===== src/rtl/cgra_pkg.sv =====
// Shared constants and FSM state type for the CGRA context loader.
// The loader top is configured by the CGRA_CTX_REUSE_EN macro.
package cgra_pkg;

    localparam int unsigned CMEM_ADDR_W = 9;
    localparam int unsigned IMEM_LOG2   = 5;
    localparam int unsigned N_COL_DEF   = 4;

    // Kernel configuration word layout
    localparam int unsigned CONF_START_LSB = 0;
    localparam int unsigned CONF_START_MSB = CMEM_ADDR_W - 1;
    localparam int unsigned CONF_NL_LSB    = CMEM_ADDR_W;
    localparam int unsigned CONF_NL_MSB    = CMEM_ADDR_W + IMEM_LOG2 - 1;
    localparam int unsigned KER_N_COL_LB   = CMEM_ADDR_W + IMEM_LOG2;
    localparam int unsigned KER_N_COL_HB   = KER_N_COL_LB + N_COL_DEF - 1;

    typedef enum logic [2:0] {
        S_IDLE,
        S_KMEM,
        S_KDEC,
        S_STREAM,
        S_DRAIN,
        S_DONE,
        S_ERR
    } ctx_fsm_state_t;

endpackage


===== src/rtl/cgra_nth_col_sel.sv =====
// Combinational selector: one-hot position of the idx-th set bit of mask,
// counting set bits in ascending index order.
module cgra_nth_col_sel
    import cgra_pkg::*;
#(
    parameter int unsigned N_COL = 4,
    parameter int unsigned IDX_W = 2
) (
    input  logic [N_COL-1:0] mask,
    input  logic [IDX_W-1:0] idx,
    output logic [N_COL-1:0] col
);

    logic [IDX_W:0] seen;

    always_comb begin
        col  = '0;
        seen = '0;
        for (int unsigned i = 0; i < N_COL; i++) begin
            if (mask[i]) begin
                if (seen == {1'b0, idx}) begin
                    col[i] = 1'b1;
                end
                seen = seen + (IDX_W + 1)'(1);
            end
        end
    end

endmodule


===== src/rtl/cgra_context_loader.sv =====
// Loads a kernel's instruction lines from context memory into the granted
// columns' instruction memories. Optional reuse tag: CGRA_CTX_REUSE_EN.
module cgra_context_loader #(
    parameter int unsigned N_COL               = 4,
    parameter int unsigned N_ROW               = 4,
    parameter int unsigned INSTR_WIDTH         = 32,
    parameter int unsigned KMEM_WIDTH          = 32,
    parameter int unsigned KER_CONF_N_REG_LOG2 = 4,
    parameter int unsigned CMEM_ADDR_W         = cgra_pkg::CMEM_ADDR_W,
    parameter int unsigned IMEM_LOG2           = cgra_pkg::IMEM_LOG2
) (
    input  logic                           clk_i,
    input  logic                           rst_i,
    input  logic [N_COL-1:0]               acc_req_i,
    input  logic [KER_CONF_N_REG_LOG2-1:0] ker_id_i,
    output logic                           acc_ack_o,
    output logic [N_COL-1:0]               col_start_o,
    output logic                           kmem_rd_o,
    output logic [KER_CONF_N_REG_LOG2-1:0] kmem_addr_o,
    input  logic [KMEM_WIDTH-1:0]          kmem_data_i,
    output logic                           cmem_rd_o,
    output logic [CMEM_ADDR_W-1:0]         cmem_addr_o,
    input  logic [N_ROW*INSTR_WIDTH-1:0]   cmem_data_i,
    output logic [N_COL-1:0]               imem_we_o,
    output logic [IMEM_LOG2-1:0]           imem_addr_o,
    output logic [N_ROW*INSTR_WIDTH-1:0]   imem_data_o,
    input  logic                           ctx_inval_i,
    output logic                           busy_o,
    output logic                           err_o
);
    import cgra_pkg::*;

    localparam int unsigned IDX_W     = (N_COL > 1) ? $clog2(N_COL) : 1;
    localparam int unsigned CNT_W     = $clog2(N_COL + 1);
    localparam int unsigned CONF_USED = KER_N_COL_LB + N_COL;

    function automatic logic [CNT_W-1:0] popcnt(input logic [N_COL-1:0] m);
        logic [CNT_W-1:0] c;
        c = '0;
        for (int unsigned i = 0; i < N_COL; i++) begin
            c = c + CNT_W'(m[i]);
        end
        return c;
    endfunction

    ctx_fsm_state_t state_q, state_d;

    logic [N_COL-1:0]               mask_q;
    logic [KER_CONF_N_REG_LOG2-1:0] ker_q;
    logic [CMEM_ADDR_W-1:0]         start_q;
    logic [IMEM_LOG2-1:0]           nl_q;
    logic [CMEM_ADDR_W-1:0]         rd_cnt_q;
    logic [IMEM_LOG2-1:0]           line_q;
    logic [IDX_W-1:0]               col_q;
    logic                           wr_valid_q;
    logic [IMEM_LOG2-1:0]           wr_line_q;
    logic [IDX_W-1:0]               wr_col_q;
    logic [N_COL-1:0]               wr_col_onehot;
    logic                           last_rd;
    logic                           hit;
    logic                           unused_kmem;

    assign unused_kmem = ^kmem_data_i[KMEM_WIDTH-1:CONF_USED];

    // Line and column counters replace the k / lines and k mod lines division
    assign last_rd = (line_q == nl_q) &&
                     ((CNT_W'(col_q) + CNT_W'(1)) == popcnt(mask_q));

`ifdef CGRA_CTX_REUSE_EN
    logic                           tag_valid_q;
    logic [KER_CONF_N_REG_LOG2-1:0] tag_ker_q;
    logic [N_COL-1:0]               tag_mask_q;

    assign hit = tag_valid_q && (tag_ker_q == ker_id_i) && (tag_mask_q == acc_req_i);

    always_ff @(posedge clk_i) begin
        if (rst_i || ctx_inval_i) begin
            tag_valid_q <= 1'b0;
            tag_ker_q   <= '0;
            tag_mask_q  <= '0;
        end else if (state_q == S_DONE) begin
            tag_valid_q <= 1'b1;
            tag_ker_q   <= ker_q;
            tag_mask_q  <= mask_q;
        end
    end
`else
    logic unused_inval;
    assign unused_inval = ctx_inval_i;
    assign hit          = 1'b0;
`endif

    always_comb begin
        state_d     = state_q;
        acc_ack_o   = 1'b0;
        col_start_o = '0;
        kmem_rd_o   = 1'b0;
        kmem_addr_o = '0;
        cmem_rd_o   = 1'b0;
        cmem_addr_o = '0;
        err_o       = 1'b0;
        case (state_q)
            S_IDLE: begin
                if (|acc_req_i) begin
                    state_d = hit ? S_DONE : S_KMEM;
                end
            end
            S_KMEM: begin
                kmem_rd_o   = 1'b1;
                kmem_addr_o = ker_q;
                state_d     = S_KDEC;
            end
            S_KDEC: begin
                if ((ker_q == '0) ||
                    (popcnt(mask_q) != popcnt(kmem_data_i[KER_N_COL_LB +: N_COL]))) begin
                    state_d = S_ERR;
                end else begin
                    state_d = S_STREAM;
                end
            end
            S_STREAM: begin
                cmem_rd_o   = 1'b1;
                cmem_addr_o = start_q + rd_cnt_q;
                if (last_rd) begin
                    state_d = S_DRAIN;
                end
            end
            S_DRAIN: state_d = S_DONE;
            S_DONE: begin
                acc_ack_o   = 1'b1;
                col_start_o = mask_q;
                state_d     = S_IDLE;
            end
            S_ERR: begin
                acc_ack_o = 1'b1;
                err_o     = 1'b1;
                state_d   = S_IDLE;
            end
            default: state_d = S_IDLE;
        endcase
    end

    always_ff @(posedge clk_i) begin
        if (rst_i) begin
            state_q    <= S_IDLE;
            mask_q     <= '0;
            ker_q      <= '0;
            start_q    <= '0;
            nl_q       <= '0;
            rd_cnt_q   <= '0;
            line_q     <= '0;
            col_q      <= '0;
            wr_valid_q <= 1'b0;
            wr_line_q  <= '0;
            wr_col_q   <= '0;
        end else begin
            state_q    <= state_d;
            wr_valid_q <= cmem_rd_o;
            wr_line_q  <= line_q;
            wr_col_q   <= col_q;
            case (state_q)
                S_IDLE: begin
                    if (|acc_req_i) begin
                        mask_q <= acc_req_i;
                        ker_q  <= ker_id_i;
                    end
                end
                S_KDEC: begin
                    start_q  <= kmem_data_i[CONF_START_LSB +: CMEM_ADDR_W];
                    nl_q     <= kmem_data_i[CONF_NL_LSB +: IMEM_LOG2];
                    rd_cnt_q <= '0;
                    line_q   <= '0;
                    col_q    <= '0;
                end
                S_STREAM: begin
                    rd_cnt_q <= rd_cnt_q + CMEM_ADDR_W'(1);
                    if (line_q == nl_q) begin
                        line_q <= '0;
                        col_q  <= col_q + IDX_W'(1);
                    end else begin
                        line_q <= line_q + IMEM_LOG2'(1);
                    end
                end
                default: ;
            endcase
        end
    end

    cgra_nth_col_sel #(
        .N_COL (N_COL),
        .IDX_W (IDX_W)
    ) u_col_sel (
        .mask (mask_q),
        .idx  (wr_col_q),
        .col  (wr_col_onehot)
    );

    assign imem_we_o   = wr_valid_q ? wr_col_onehot : '0;
    assign imem_addr_o = wr_valid_q ? wr_line_q : '0;
    assign imem_data_o = wr_valid_q ? cmem_data_i : '0;
    assign busy_o      = (state_q != S_IDLE);

endmodule


===== config.mk =====
export PLATFORM = sky130hd
export DESIGN_NAME = cgra_context_loader
export DESIGN_NICKNAME = d
export VERILOG_FILES = /design/src/rtl/cgra_pkg.sv /design/src/rtl/cgra_nth_col_sel.sv /design/src/rtl/cgra_context_loader.sv
export SDC_FILE = /design/constraint.sdc
export NUM_CORES = 1
export LEC_CHECK = 0
export CORE_AREA = 2 2 127 129
export CTS_CLUSTER_DIAMETER = 100
export DETAILED_ROUTE_END_ITERATION = 16
export DIE_AREA = 0 0 129 131
export GPL_ROUTABILITY_DRIVEN = 0
export PLACE_DENSITY = 0.62
export SLEW_MARGIN = 20
export SYNTH_ARGS = -nofsm -noshare
export SYNTH_HDL_FRONTEND = slang
export SYNTH_SLANG_ARGS = --single-unit

===== constraint.sdc =====
create_clock -name clk_i -period 5.2 [get_ports clk_i]
set_input_delay 1.3 -clock clk_i [delete_from_list [all_inputs] [get_ports clk_i]]
set_output_delay 1.3 -clock clk_i [all_outputs]
set_load 0.01 [all_outputs]

Word level (Yosys, flattened, before mapping):

Index checks and enable logic that the tools add are counted.

* output and inout bits: 159
* logic and storage cells: 81
* register bits: 49
* bits of input ports: 171

* equal/unequal tests: 15
* reduce and logical (&&, ||, !) cells: 12
* muxes and demuxes: 30
* add/sub/neg operators: 13

Operators by type and width (number)
* $mux W128: 1
* $pmux W9 S2: 1
* $mux W3: 5
* $pmux W3 S5: 1
* $mux W1: 13
* $mux W4: 3
* $mux W5: 2
* $pmux W5 S2: 1
* $add A9 B1 Y9 const B: 1
* $add A9 B9 Y9: 1
* $eq A3 B3 Y1 const B: 3
* $mux W9: 1
* $add A2 B1 Y3: 2
* $add A3 B1 Y3: 2
* $eq A3 B2 Y1: 2
* $eq A3 B2 Y1 const B: 2
* $ne A2 B2 Y1 const B: 3
* $reduce_and A2 Y1: 3
* $add A5 B1 Y5 const B: 1
* $eq A5 B5 Y1: 1
* $add A1 B1 Y2: 2
* $logic_not A4 Y1: 1
* $pmux W2 S2: 1
* $reduce_or A4 Y1: 1
* other kinds (16): 16

Depth between registers and ports, before layout:

* depth after elaboration: 9
* gate-level depth with buffers: 10
* depth with buffers taken out: 10

By module:

A second synthesis with hierarchy kept.

* cell total of the unflattened synthesis: 490
* area, all modules: 3716.1 um^2

By module, submodules not included
* cgra_context_loader: cells an instance 474, sequential area each 980.9 um^2, area an instance 3599.7 um^2, times used 1
* cgra_nth_col_sel: cells an instance 16, sequential area each 0.0 um^2, area an instance 116.4 um^2, times used 1

Least setup slack after synthesis:

OpenSTA, ideal clock, no wires.

* path type: input port to flip-flop
* start point: input port kmem_data_i[14]
* end point: register state_q[0]
* buffers on the path: 0
* setup slack: 1.719 ns
* cell stages on the path: 10
* arrival: 3.394 ns
* library setup time: 0.086 ns
* required time: 5.114 ns
* cells stage by stage: inv_1 -> fa_1 -> inv_1 -> ha_1 -> ha_1 -> xnor2_1 -> o41ai_1 -> or4_4 -> o22a_1 -> a221oi_2

* word-level cells in the longest chain between the ends: 7

RTL lines
* start: declaration: RTL line cgra_context_loader.sv:20 `input logic [KMEM_WIDTH-1:0] kmem_data_i,`
* $add A1 B1 Y2: RTL line cgra_context_loader.sv:41 `c = c + CNT_W'(m[i]);`
* $add A2 B1 Y3: RTL line cgra_context_loader.sv:41
* $add A3 B1 Y3: RTL line cgra_context_loader.sv:41
* $ne A3 B3 Y1: RTL line cgra_context_loader.sv:115 `(popcnt(mask_q) != popcnt(kmem_data_i[KER_N_COL_LB +: N_COL]))) begin`
* $logic_or A1 B1 Y1: RTL line cgra_context_loader.sv:114 `if ((ker_q == '0) ||`
* $mux W3: RTL line cgra_context_loader.sv:114
* $pmux W3 S5: RTL line cgra_context_loader.sv:102 `case (state_q)`
* end signal: assignment: RTL line cgra_context_loader.sv:157 `state_q <= state_d;`
* end: declaration: RTL line cgra_context_loader.sv:46 `ctx_fsm_state_t state_q, state_d;`

No other way between the ends.
A chain may end at the register's enable or synchronous reset.

Worst setup path after layout:

* start point: register rd_cnt_q[0]
* end point: output port cmem_addr_o[6]

* word-level cells in the longest chain between the ends: 2

RTL lines
* start: declaration: RTL line cgra_context_loader.sv:52 `logic [CMEM_ADDR_W-1:0] rd_cnt_q;`
* start signal: assignment: RTL line cgra_context_loader.sv:176 `rd_cnt_q <= rd_cnt_q + CMEM_ADDR_W'(1);`
* $add A9 B9 Y9: RTL line cgra_context_loader.sv:123 `cmem_addr_o = start_q + rd_cnt_q;`
* $mux W9: RTL line cgra_context_loader.sv:102
* end: declaration: RTL line cgra_context_loader.sv:22 `output logic [CMEM_ADDR_W-1:0] cmem_addr_o,`

No other way between the ends.

==> results.txt <==
The flow ran to the end, and the final reports show no timing, DRC or antenna violations. Counting along the longest clock path gives a buffer depth of 2. For the number of cell rows, the log shows 46.

The first global-routing pass estimated 24.3 mm of wire. Global routing used 18.9% of the available tracks. After detailed routing, the average wire length per cell comes to 18.1 um.

Tracing the worst setup path back leads to its startpoint at rd_cnt_q[0]. The share of the cycle needed by the critical path after routing was 79.0%; the setup-violating endpoint count in the final report was 0. The total power divided by cell area came out at 251 mW/mm^2. After detailed routing, the total wire length is 17.7 mm. In this run the post-CTS setup repair buffer count came out at 0. For this run, the number of Yosys warnings is 0. The number of pins with negative max-slew slack in the final report is 0, and the number of fill cells is 1,514. The tools report the number of buffers created by CTS as 5. The worst hold path belongs to the class flop to flop.

In this run the tool buffered the top-level ports with 314 buffer cells. In this run the tightest slew margin relative to its limit is 29.7%. The final core utilization is 45.4%. The logs give 655 for the synthesized net count and 0.0169 sq mm for the die footprint.

Post-CTS repair changed the size of 0 cells. The logs give 330 for the I/O pin total and 27.2% for the sequential cell area fraction in the yosys report. The worst path in the final design needs a cycle of 4.11 ns, including I/O delays and setup.

In this run the worst path has a maximum fanout of 5. The measured slew at the worst slew-check pin was 1.05 ns. The clock reaches the later pin of the worst-skew pair after 0.30 ns. The initial antenna violation count was 0. The H-tree generated during clock tree synthesis spans 2 levels. For this run, asynchronously set or reset flops after synthesis account for 0%. The required time of the worst setup path came out at 3.90 ns.

In the synthesized netlist the dominant register cell turns out to be sky130_fd_sc_hd__dfxtp_1. The static leakage is 2.78 nW, and the count of unique library cells instantiated by Yosys is 52. Counting flops with a built-in enable in the synthesized netlist gives 0. The tools report the post-detailed-route count of antenna-violating nets as 0.

The routed layout has 4,281 vias. Number of hold violations in the final report: 0. For the via count of the first global-routing pass, the log shows 4,036. The layout overhead on the synthesized area came out at 96.2%. The per-cell via count in the routed design works out to 4.39.

For this design, the CTS-stage hold fixing added 0 buffers. After synthesis, the mean cell area works out to 7.78 sq um. Entering global routing, the biggest net connects 138 pins. The share of cells above drive strength 1 was 2.37%. The library cells used most frequently in the layout, excluding fill and tap cells, are 314 x sky130_fd_sc_hd__clkdlybuf4s50_1, 139 x sky130_fd_sc_hd__and2_1, 48 x sky130_fd_sc_hd__dfxtp_1, 36 x sky130_fd_sc_hd__nand2_1, 24 x sky130_fd_sc_hd__nor2_1.

The startpoint identified for the worst register-to-register timing path is mask_q[0]. STA classifies the critical path startpoint as a flop. For this run the aggregate overflow at the end of global routing stands at 0.

The logs give 0.0156 sq mm for the core footprint and 949 for the count of nets after finishing. The number of antenna diodes in the final layout is 0. The worst setup path is captured at an output port.

The maximum achievable frequency is 244 MHz. In this run the vertical extent of the chip is 131 um. The synthesized design contains 49 register bits. The tools report the number of cells produced by synthesis as 464. For the final database, setup skew stands at 0.00979 ns. The critical path is of the flop to output port type. The tools report the first-pass iteration count of the detailed router as 4.

Setup repair after global routing left no endpoint under its margin. The tools report the starting density of the core as 23.1%. For the total standard cell area after synthesis, the log shows 0.00361 sq mm.

Setup total negative slack on the finished layout was measured at 0 ns. In this run the horizontal extent of the chip is 129 um. The tools report the worst hold path startpoint as start_q[3].

The run gives 2.81 ns as the arrival time reported for the critical path endpoint. The run gives 0 as the final routed DRC violation total. TritonCTS built the clock tree. The logs give 14.3 mm for the HPWL after detailed placement and 303 for the number of DRC violations after detailed-routing iteration 0. The tools report the worst supply voltage drop on vdd as 158 uV. The tree built by TritonCTS fans out to 49 sinks. The tool flagged a number of max-cap violations equal to 0. After clock tree synthesis, the clock-pin slew on the worst setup and hold paths is 0.07 ns.

CTS placed an instance of sky130_fd_sc_hd__clkbuf_16 at the clock tree root. The most common cell after layout, fill and taps aside was sky130_fd_sc_hd__clkdlybuf4s50_1.
## per-layer routing
layer,wire length (um),track usage (%),vias up
met1,8030,25.8,1998
met4,163,3.64,0
met3,1260,4.60,12
li1,-,-,2117
met2,8240,30.7,154
met5,0,0,-
## final cells by class
cell class	count	area [sq um]	share of cell area, %
multi-input cells	372	2460	34.8
flip-flops and latches	49	985	13.9
inverters	15	56.3	0.795
well taps	216	270	3.82
clock inverters	2	17.5	0.247
repair buffers	315	3150	44.5
clock buffers	6	139	1.96
## worst max-delay path, cell delays in order, from the launching register on
cell and delay, ns:
sky130_fd_sc_hd__dfxtp_1 0.42, sky130_fd_sc_hd__ha_1 0.23, sky130_fd_sc_hd__inv_1 0.06, sky130_fd_sc_hd__fa_1 0.39
sky130_fd_sc_hd__nor2b_1 0.26, sky130_fd_sc_hd__o31a_1 0.22, sky130_fd_sc_hd__o21a_1 0.15, sky130_fd_sc_hd__nor3_1 0.04
sky130_fd_sc_hd__nor3_1 0.16, sky130_fd_sc_hd__clkdlybuf4s50_1 0.57
## synthesized netlist by cell type (2+ instances only)
cell,instances,area (sq um)
sky130_fd_sc_hd__ha_1,17,213
sky130_fd_sc_hd__nand3b_1,2,15.0
sky130_fd_sc_hd__a21oi_1,17,85.1
sky130_fd_sc_hd__o21a_1,4,30.0
sky130_fd_sc_hd__a32o_1,2,20.0
sky130_fd_sc_hd__nand3_1,8,40.0
sky130_fd_sc_hd__fa_1,3,60.1
sky130_fd_sc_hd__a21o_1,4,30.0
sky130_fd_sc_hd__nand2_1,36,135
sky130_fd_sc_hd__dfxtp_1,49,981
sky130_fd_sc_hd__inv_1,15,56.3
sky130_fd_sc_hd__nor3_1,10,50.1
sky130_fd_sc_hd__a22oi_1,3,22.5
sky130_fd_sc_hd__mux2i_1,6,60.1
sky130_fd_sc_hd__nor2b_1,14,87.6
sky130_fd_sc_hd__and2_1,139,870
sky130_fd_sc_hd__nor4b_1,3,26.3
sky130_fd_sc_hd__o211ai_1,2,15.0
sky130_fd_sc_hd__o22ai_1,2,12.5
sky130_fd_sc_hd__nor4_1,2,12.5
sky130_fd_sc_hd__a22o_1,2,17.5
sky130_fd_sc_hd__xnor2_1,7,61.3
sky130_fd_sc_hd__xor2_1,14,123
sky130_fd_sc_hd__clkbuf_1,24,90.1
sky130_fd_sc_hd__nand2b_1,7,43.8
sky130_fd_sc_hd__nor2_1,24,90.1
sky130_fd_sc_hd__and3_1,6,37.5
sky130_fd_sc_hd__buf_2,3,15.0
sky130_fd_sc_hd__a211oi_1,6,45.0
sky130_fd_sc_hd__o21ai_0,9,45.0
sky130_fd_sc_hd__nor3b_1,3,22.5
## worst paths after layout
kind / end / slack (ns) / cells past startpoint
hold reg to reg: start_q[3] / 0.47 / 2
setup / recovery: cmem_addr_o[6] / 1.09 / 9
setup reg to reg: state_q[0] / 2.31 / 10
hold / removal: start_q[3] / 0.47 / 2
## logic make-up after synthesis
kind of cell               after synthesis  synth area share [%]
xor gates and xnor gates                21                  5.10
muxes                                    7                  1.98
DFF                                     49                  27.2
buffers and inverters                   43                  4.58
adders and majority gates               20                  7.56
AOI/OAI and AO/OA                       62                  12.3
and+or+nand+nor                        262                  41.3
## stage by stage
stage | setup WS [ns] | hold WS (ns) | std cells | total power, mW | instance area [sq um]
global placement | 1.14 | 0.449 | 967 | 1.43 | 6930
detailed placement | 1.08 | 0.457 | 967 | 1.44 | 6930
global route | 0.938 | 0.478 | 975 | 1.89 | 7080
floorplan | 1.72 | 0.441 | 464 | 1.03 | 3610
CTS | 1.10 | 0.468 | 975 | 1.79 | 7080
finish | 1.09 | 0.468 | 975 | 1.78 | 7080
## flip-flops by register name (all words and copies together), names as in the netlist, 3 cells and up
signal / count
ker_q: 4
rd_cnt_q: 9
wr_line_q: 5
nl_q: 5
line_q: 5
state_q: 3
mask_q: 4
start_q: 9
## power by group
| part | total [mW] | switching (mW) | internal, mW |
|---|---|---|---|
| logic | 0.886 | 0.418 | 0.468 |
| clock network | 0.344 | 0.149 | 0.194 |
| registers | 0.547 | 0.109 | 0.438 |
No activity file was read; power rests on OpenSTA's default activity.
